[config.mk]
export PLATFORM = sky130hd
export DESIGN_NAME = pipe_ctrl
export DESIGN_NICKNAME = d
export VERILOG_FILES = /design/src/rtl/pipe_ctrl.sv
export SDC_FILE = /design/constraint.sdc
export NUM_CORES = 1
export LEC_CHECK = 0
export ABC_AREA = 1
export ABC_CLOCK_PERIOD_IN_PS = 5000
export CORE_MARGIN = 2
export CORE_UTILIZATION = 25
export DETAILED_ROUTE_END_ITERATION = 8
export GPL_TIMING_DRIVEN = 0
export PLACE_DENSITY = 0.7
export REMOVE_ABC_BUFFERS = 1
export SETUP_SLACK_MARGIN = 0.3
export SLEW_MARGIN = 20
export SYNTH_ARGS = -nofsm -noshare
export SYNTH_HDL_FRONTEND = slang
export SYNTH_SLANG_ARGS = --single-unit
[constraint.sdc]
create_clock -name clk -period 5 [get_ports clk]
set_input_delay 0.75 -clock clk [delete_from_list [all_inputs] [get_ports clk]]
set_output_delay 0.75 -clock clk [all_outputs]
set_load 0.02 [all_outputs]
[src/rtl/pipe_ctrl.sv]
// Valid/ready handshake controller for a STAGE-deep pipeline with bubble collapse.
// Optional back-pressure counter enabled by defining PIPE_CTRL_PERF_EN.
module pipe_ctrl #(
  parameter int STAGE = 4
) (
  input  logic                         clk,
  input  logic                         reset,
  input  logic                         in_valid,
  output logic                         in_ready,
  output logic                         out_valid,
  input  logic                         out_ready,
  input  logic                         flush,
  output logic [STAGE-1:0]             stall,
  output logic [STAGE-1:0]             valid,
  output logic [$clog2(STAGE+1)-1:0]   occupancy,
  output logic [31:0]                  perf_stall_cnt
);

  localparam int OW = $clog2(STAGE+1);

  logic [STAGE-1:0] valid_r;
  logic [STAGE-1:0] valid_nxt_s;
  logic [STAGE-1:0] load_s;
  logic             run_full_s;
  logic [OW-1:0]    count_s;

  // Load ripple from the output end: a stage holds only if it and every stage after it is full and blocked
  always_comb begin
    load_s     = '0;
    run_full_s = 1'b1;
    for (int i = STAGE-1; i >= 0; i--) begin
      run_full_s = run_full_s & valid_r[i];
      load_s[i]  = out_ready | ~run_full_s;
    end
  end

  // Next valid vector when not flushing
  always_comb begin
    valid_nxt_s = valid_r;
    if (load_s[0]) begin
      valid_nxt_s[0] = in_valid;
    end else begin
      valid_nxt_s[0] = valid_r[0];
    end
    for (int i = 1; i < STAGE; i++) begin
      if (load_s[i]) begin
        valid_nxt_s[i] = valid_r[i-1];
      end else begin
        valid_nxt_s[i] = valid_r[i];
      end
    end
  end

  // Population count of the valid bits
  always_comb begin
    count_s = '0;
    for (int i = 0; i < STAGE; i++) begin
      count_s = count_s + OW'(valid_r[i]);
    end
  end

  // Stage valid register; flush discards everything loaded this edge
  always_ff @(posedge clk or posedge reset) begin
    if (reset) begin
      valid_r <= '0;
    end else if (flush) begin
      valid_r <= '0;
    end else begin
      valid_r <= valid_nxt_s;
    end
  end

  assign stall     = ~load_s;
  assign in_ready  = load_s[0] & ~flush;
  assign out_valid = valid_r[STAGE-1];
  assign valid     = valid_r;
  assign occupancy = count_s;

`ifdef PIPE_CTRL_PERF_EN
  logic [31:0] perf_cnt_r;

  // Saturating back-pressure counter; survives flush, cleared only by reset
  always_ff @(posedge clk or posedge reset) begin
    if (reset) begin
      perf_cnt_r <= 32'd0;
    end else if (valid_r[STAGE-1] && !out_ready && (perf_cnt_r != 32'hFFFF_FFFF)) begin
      perf_cnt_r <= perf_cnt_r + 32'd1;
    end else begin
      perf_cnt_r <= perf_cnt_r;
    end
  end

  assign perf_stall_cnt = perf_cnt_r;
`else
  assign perf_stall_cnt = 32'd0;
`endif

endmodule

==> metrics, run 1 <==
status=finished clean; clock latency at the later pin of the worst-skew pair=240 ps; min-delay worst type=flop to flop; FF+latch count, synth=4; Crit path arrival time=2330 ps; GP Congestion=0.609; Net count, final=95; final hold slack=587 ps; worst vdd ir=0.0728 mV; number of flip-flops in the largest register=4; final core utilization=31.5%; Post-synth ARST share=100%; EDFF count, synth=0; fin area=618 µm²; Leakage=0.347 nW; Setup crit end kind=primary output; Critical Path RT=4250 ps; cell count after placement=109; synth top area cells=buf_4 47%, dfrtp_1 19%, inv_1 6.5%; number of routed nets with antenna violations=0; top cells by count, synth=33 x buf_4, 9 x inv_1, 4 x dfrtp_1, 4 x nand2_1, 4 x nor2_1; MaxCap Viol Count=0; routed vias=368; Crit Path Max Fanout=4; drt first pass iters=4; DR vias/cell=3.29; average cell area after synthesis=7.81 µm²; CTS Root Cell=clkbuf_4; pwr dens=189 nW/µm²; hold_buf cts=0; vias in the first global route=287; min-delay src=valid[0]; post_cts resized=0; Unique masters post-synth=13; wire per inst=6.71 µm; fillcell total=216; IO Count=50; Max Fclk=325 MHz; CTS Buf Count=3; Mapped Area=523 µm²; CTS tree=done; TritonCTS Sinks=4; post-synth top area cell=buf_4; crit share post-route=61.5%; initial antenna violation count=0; clk buf depth=2; IO Port Bufs=17; Starting DRT DRC Count=1; Starting Density=26.7%; Routed WL=752 µm; crit path launch type=flop; post-synthesis sequential area ratio=19.1%; Layout Skew=0.840 ps; CP dominant cell by count=ha_1; GRT Total Usage=6.43%; postcts setup bufs=0; cell with the most instances after synthesis=buf_4; Reg-to-Reg Start=valid[3]; Synth Instances=67; largest net degree at the start of global routing=6; Setup TNS=0 ps; grt ovf=0; max incr delay on CP=600 ps; top cell type's share of synthesized area=47.4%; Critical-path top delay cell=clkdlybuf4s50_1; Area Overhead vs Synth=18.2%; HPWL after detailed placement=703 µm; die span in y=49.7 µm; std cell rows=16; Setup CP Type=flop to primary output; number of antenna diodes=0; Setup Viol. Count Final=0; Hold Vio Cnt, Final=0; CTS H-tree depth=1; crit-path cells=inv_2 > fa_1 > inv_1 > ha_1 > ha_1 > clkdlybuf4s50_1; Tmin final=3080 ps; dpl cell area=596 µm²; RSZ-0062 raised after global routing=false; Slew Limit Fails=0; Residual DRC=0; top_reg_cell synth=dfrtp_1; Worst-path clk slew=40 ps; Final Non-Filler Cells=112; fraction of final layout cells sized beyond drive strength 1=12.9%; first-pass GRT wire length=1120 µm; core area=1960 µm²; Die Width=49.7 µm; die area=2470 µm²; number of warnings issued by yosys=0; Crit. Startpoint=valid[3]
-- cells in the final DEF, fill, tap and decap left out --
cell type,synthesis,layout
dfrtp_1,4,4
nand3_1,1,1
a21oi_2,1,1
ha_1,2,2
clkbuf_4,0,3
nand2_1,4,4
nand2_2,3,3
inv_2,2,2
clkdlybuf4s50_1,0,17
nor2_4,2,2
nor2_1,4,4
fa_1,1,1
conb_1,1,32
inv_1,9,9
-- cell type report --
| type | count | area, µm² | area share [%] |
|---|---|---|---|
| multi-input combinational | 50 | 250 | 40.5 |
| timing repair buffer | 17 | 170 | 27.5 |
| sequential | 4 | 100 | 16.2 |
| inverter | 11 | 41.3 | 6.68 |
| clock buffer | 3 | 22.5 | 3.64 |
| tap | 27 | 33.8 | 5.47 |
-- worst paths after layout --
kind                                 to  slack, ps  cells past startpoint
max in group asynchronous      valid[1]       4150                      2
setup reg to reg               valid[2]       4120                      4
hold / removal                 valid[1]        590                      2
setup / recovery           occupancy[1]       1920                      6
min in group asynchronous      valid[0]        700                      2
hold reg to reg                valid[1]        590                      2
-- stage by stage --
stage,total power [mW],setup slack [ps]
after global routing,0.125,1820
after CTS,0.118,1900
after floorplan,0.0664,2440
final,0.117,1920
after detailed placement,0.0776,2060
after global placement,0.0771,2070
-- metal layers --
| layer | routed length (µm) | track usage [%] |
|---|---|---|
| met5 | 0 | 0 |
| met4 | 9 | 5.56 |
| met3 | 130 | 3.94 |
| met2 | 342 | 10.0 |
| met1 | 269 | 5.82 |
-- kinds of logic after synthesis --
logic type | after synthesis | share of synthesized area [%]
buffers and inverters | 44 | 55.3
AOI/OAI and AO/OA | 1 | 1.67
other | 1 | 0.717
and+or+nand+nor | 14 | 14.6
adders and majority gates | 3 | 8.61
DFF | 4 | 19.1
-- critical path, delay by kind of cell (launching register included) --
family	cells	cell delay (ps)
buf+inv	3	720
fa+ha+maj	3	960
flops	1	410
-- where the power goes --
part,internal [mW],switching (mW)
combinational,0.0104,0.0318
clock,0.0268,0.0129
sequential,0.0337,0.00143
total,0.0709,0.0461
Note: power is estimated with default switching activity, not from simulation.
==> run 2: changes to the inputs <==
--- a/config.mk
+++ b/config.mk
@@ -6,12 +6,12 @@
 export NUM_CORES = 1
 export LEC_CHECK = 0
 export ABC_AREA = 1
-export ABC_CLOCK_PERIOD_IN_PS = 5000
+export ABC_CLOCK_PERIOD_IN_PS = 2510
 export CORE_MARGIN = 2
 export CORE_UTILIZATION = 25
 export DETAILED_ROUTE_END_ITERATION = 8
 export GPL_TIMING_DRIVEN = 0
-export PLACE_DENSITY = 0.7
+export PLACE_DENSITY = 0.73
 export REMOVE_ABC_BUFFERS = 1
 export SETUP_SLACK_MARGIN = 0.3
 export SLEW_MARGIN = 20
==> constraint.sdc (replaced) <==
create_clock -name clk -period 2.51 [get_ports clk]
set_input_delay 0.3765 -clock clk [delete_from_list [all_inputs] [get_ports clk]]
set_output_delay 0.3765 -clock clk [all_outputs]
set_load 0.02 [all_outputs]
==> metrics, run 2 (synthesis gave the netlist of run 1 again) <==
Die Width=49.7 µm; DR vias/cell=3.15; initial antenna violation count=0; Starting Density=26.7%; Worst-path clk slew=40 ps; first-pass GRT wire length=1140 µm; Setup crit end kind=primary output; worst reg-to-reg setup slack=1500 ps; Crit path arrival time=1760 ps; met1 Usage GRT=6.36%; most common cell after layout, fill and taps aside=conb_1; grt ovf=0; min-delay worst type=primary input to asynchronous set/reset pin; die span in y=49.7 µm; CP dominant cell by count=clkdlybuf4s50_1; drt first pass iters=2; Crit Path Max Fanout=3; Area Overhead vs Synth=27.5%; IO Port Bufs=17; Leakage=0.400 nW; CTS tree=done; Starting DRT DRC Count=2; core area=1960 µm²; status=finished clean; CP delay by family, top=buffers and inverters; max incr delay on CP=600 ps; crit-path cells=clkdlybuf4s50_1 > nor2_4 > nand2_1 > inv_1 > clkdlybuf4s50_1; vias in the first global route=278; clock latency at the later pin of the worst-skew pair=230 ps; cell count after placement=109; Final Non-Filler Cells=117; GRT Total Usage=6.29%; worst setup margin=370 ps; GR peak layer=met2; wire per inst=7.21 µm; Max Fclk=467 MHz; number of flip-flops in the largest register=4; Slew Limit Fails=0; most frequent cells in the layout=32 x conb_1, 12 x clkdlybuf4s50_1, 7 x inv_1, 5 x buf_4; number of antenna diodes=0; Setup CP Type=primary input to primary output; HPWL after detailed placement=695 µm; largest net degree at the start of global routing=6; hold_buf cts=0; Setup Viol. Count Final=0; clk buf depth=2; fraction of final layout cells sized beyond drive strength 1=25.6%; IO Count=50; met2 Usage GRT=10.2%; Pint=143 µW; switching power=93.5 µW; Layout Skew=3.46 ps; Critical Path RT=2130 ps; CTS Buf Count=3; Setup WS pre-CTS=43.3 ps; area occupied by multi-input gates=265 µm²; clock power share=33.2%; register area=100 µm²; worst r2r path cells=6; Sw Ratio=39.5%; CTS H-tree depth=1; MaxCap Viol Count=0; Routed WL=844 µm; Levels on crit path=5; Residual DRC=0; TritonCTS Sinks=4; GP Congestion=0.644; CTS Root Cell=clkbuf_4; power share of the combinational group=37.6%; worst vdd ir=0.155 mV; crit share post-route=85.3%; met3 usage=3.03%; routed vias=369; number of routed nets with antenna violations=0; Tmin final=2140 ps; Setup TNS=0 ps; std cell rows=16; die area=2470 µm²; Net count, final=100; Critical-path top delay cell=clkdlybuf4s50_1; Hold Vio Cnt, Final=0; pwr dens=355 nW/µm²; Seq pwr share=29.3%; crit path launch type=primary input; Buf/Inv on CP=3; RSZ-0062 raised after global routing=false; Total Power=237 µW; fillcell total=208
run 2: area by class of cell:
| cell class | instances | share of cell area (%) |
|---|---|---|
| Tap cell | 27 | 5.07 |
| Multi-Input combinational cell | 50 | 39.8 |
| Sequential cell | 4 | 15.0 |
| Clock buffer | 3 | 3.38 |
| Inverter | 11 | 6.19 |
| Timing Repair Buffer | 22 | 30.6 |
run 2: final timing paths:
path                            end  startpoint
max in group asynchronous  valid[3]       reset
min in group clk           valid[2]    valid[1]
setup / recovery           stall[2]   out_ready
hold reg to reg            valid[2]    valid[1]
hold / removal             valid[1]       reset
setup reg to reg           valid[1]    valid[3]
run 2: per-layer routing:
layer	vias up	wire length, µm	part of all wire (%)
met5	-	0	0
met4	0	4	0.47
met3	2	110	13
met2	33	435	52
met1	160	295	35
li1	174	-	-
run 2: repair_timing:
item,in CTS,in global routing
gates resized for setup,9,10
pin swaps,0,2
endpoints found under the setup margin,3,5
buffers inserted,2,3
run 2: power groups by stage:
stage                     Clock, mW  Sequential [mW]  Combinational [mW]
after detailed placement          0           0.0709              0.0843
after global placement            0           0.0709              0.0828
after CTS                    0.0825           0.0691              0.0854
after floorplan                   0           0.0738              0.0585
after global routing         0.0849           0.0697              0.0953
final                        0.0786           0.0693              0.0890
run 2: through the flow:
stage	util, %	hold WS [ps]	instance area, µm²
after floorplan	-	143	392
after global placement	30.4	581	596
after detailed placement	30.4	571	596
after CTS	32.1	320	629
after global routing	34.0	344	667
final	34.0	323	667
==> run 3: changes to the inputs <==
--- a/config.mk
+++ b/config.mk
@@ -7,6 +7,7 @@
 export LEC_CHECK = 0
 export ABC_AREA = 1
 export ABC_CLOCK_PERIOD_IN_PS = 2510
+export CORE_ASPECT_RATIO = 0.8
 export CORE_MARGIN = 2
 export CORE_UTILIZATION = 25
 export DETAILED_ROUTE_END_ITERATION = 8
==> constraint.sdc (replaced) <==
create_clock -name clk -period 2.51 [get_ports clk]
set_input_delay 0.502 -clock clk [delete_from_list [all_inputs] [get_ports clk]]
set_output_delay 0.502 -clock clk [all_outputs]
set_load 0.02 [all_outputs]
==> metrics, run 3 (synthesis gave the netlist of run 1 again) <==
wire per inst=7.05 µm; routed vias=357; Residual DRC=0; CTS tree=done; Area Overhead vs Synth=24.9%; die span in y=44.9 µm; Starting DRT DRC Count=5; IO Port Bufs=17; worst vdd ir=0.197 mV; Hold Vio Cnt, Final=0; vias in the first global route=269; fraction of final layout cells sized beyond drive strength 1=23.6%; worst reg-to-reg setup slack=1610 ps; most frequent cells in the layout=32 x conb_1, 11 x clkdlybuf4s50_1, 8 x inv_1; Tmin final=2240 ps; Critical-path top delay cell=fa_1; Starting Density=27.1%; Crit path arrival time=1740 ps; CTS Buf Count=3; Critical Path RT=2010 ps; MaxCap Viol Count=0; IO Count=50; Setup Viol. Count Final=0; number of antenna diodes=0; max incr delay on CP=520 ps; fin area=653 µm²; most common cell after layout, fill and taps aside=conb_1; Die Width=55.1 µm; Setup TNS=0 ps; number of flip-flops in the largest register=4; GP Congestion=0.687; Max Fclk=446 MHz; die area=2480 µm²; HPWL after detailed placement=741 µm; Worst-path clk slew=40 ps; status=finished clean; Routed WL=797 µm; CTS Root Cell=clkbuf_4; dpl cell area=592 µm²; min-delay worst type=primary input to asynchronous set/reset pin; Crit Path Max Fanout=2; initial antenna violation count=0; DR vias/cell=3.16; number of routed nets with antenna violations=0; RSZ-0062 raised after global routing=true; core area=1930 µm²; clock latency at the later pin of the worst-skew pair=230 ps; Setup crit end kind=primary output; crit-path cells=inv_2 > fa_1 > inv_1 > ha_2 > ha_4 > buf_6; CTS H-tree depth=1; drt first pass iters=4; std cell rows=14; Slew Limit Fails=0; final hold slack=461 ps; crit share post-route=89.3%; pwr dens=358 nW/µm²; Leakage=0.375 nW; Net count, final=99; crit path launch type=flop; TritonCTS Sinks=4; hold_buf cts=0; grt ovf=0; GRT Total Usage=6.40%; clk buf depth=2; Setup CP Type=flop to primary output; first-pass GRT wire length=1010 µm; Layout Skew=0.875 ps; largest net degree at the start of global routing=6
[run 3: cell count changes in the layout (fill, tap and decap cells not counted), sizes merged]
cell / change
dlymetal6s2s: -2
clkbuf: -1
clkdlybuf4s50: -1
dlygate4sd2: +3
[run 3: final timing paths]
| path | startpoint | end | cells after the start |
|---|---|---|---|
| worst min-delay path | reset | valid[2] | 2 |
| worst min register to register | valid[1] | valid[2] | 2 |
| max in group asynchronous | reset | valid[1] | 2 |
| worst max-delay path | valid[0] | occupancy[1] | 6 |
| min in group clk | valid[1] | valid[2] | 2 |
| worst max register to register | valid[3] | valid[2] | 5 |
[run 3: metrics by stage]
step | instances | setup slack [ps] | power [mW] | utilization (%)
final | 113 | 267 | 0.234 | 33.9
after global routing | 113 | 229 | 0.245 | 33.9
after CTS | 113 | 102 | 0.234 | 33.1
after detailed placement | 106 | -76.6 | 0.155 | 30.7
after global placement | 106 | -59.6 | 0.154 | 30.7
after floorplan | 65 | 200 | 0.132 | -
[run 3: where the power goes]
group | internal (mW) | switching, mW
clock network | 0.0534 | 0.0250
registers | 0.0671 | 0.00188
logic | 0.0208 | 0.0657
total | 0.141 | 0.0926
[run 3: timing repair]
item / CTS / global route
pin swaps: 0 / 2
resized for setup: 16 / 6
setup buffers: 4 / 0
setup endpoints to repair: 8 / 2
[run 3: critical path, delay by kind of cell (launching register included)]
family,cells,cell delay (ps)
buffers and inverters,3,190
adders and majority gates,3,960
DFF,1,360
[run 3: area by class of cell]
type / instances / area, µm²
repair buffers: 21 / 194
fillers: 213 / 1270
multi-input cells: 50 / 265
inverters: 11 / 41.3
flip-flops and latches: 4 / 100
clock buffers: 3 / 22.5
well taps: 24 / 30.0
[run 3: routing by layer]
metal / GRT usage [%] / share of wire [%] / vias to the layer above
li1: - / - / 172
met1: 5.57 / 30 / 157
met2: 11.4 / 58 / 26
met3: 1.99 / 9.9 / 2
met4: 5.85 / 1.8 / 0
met5: 0 / 0 / -
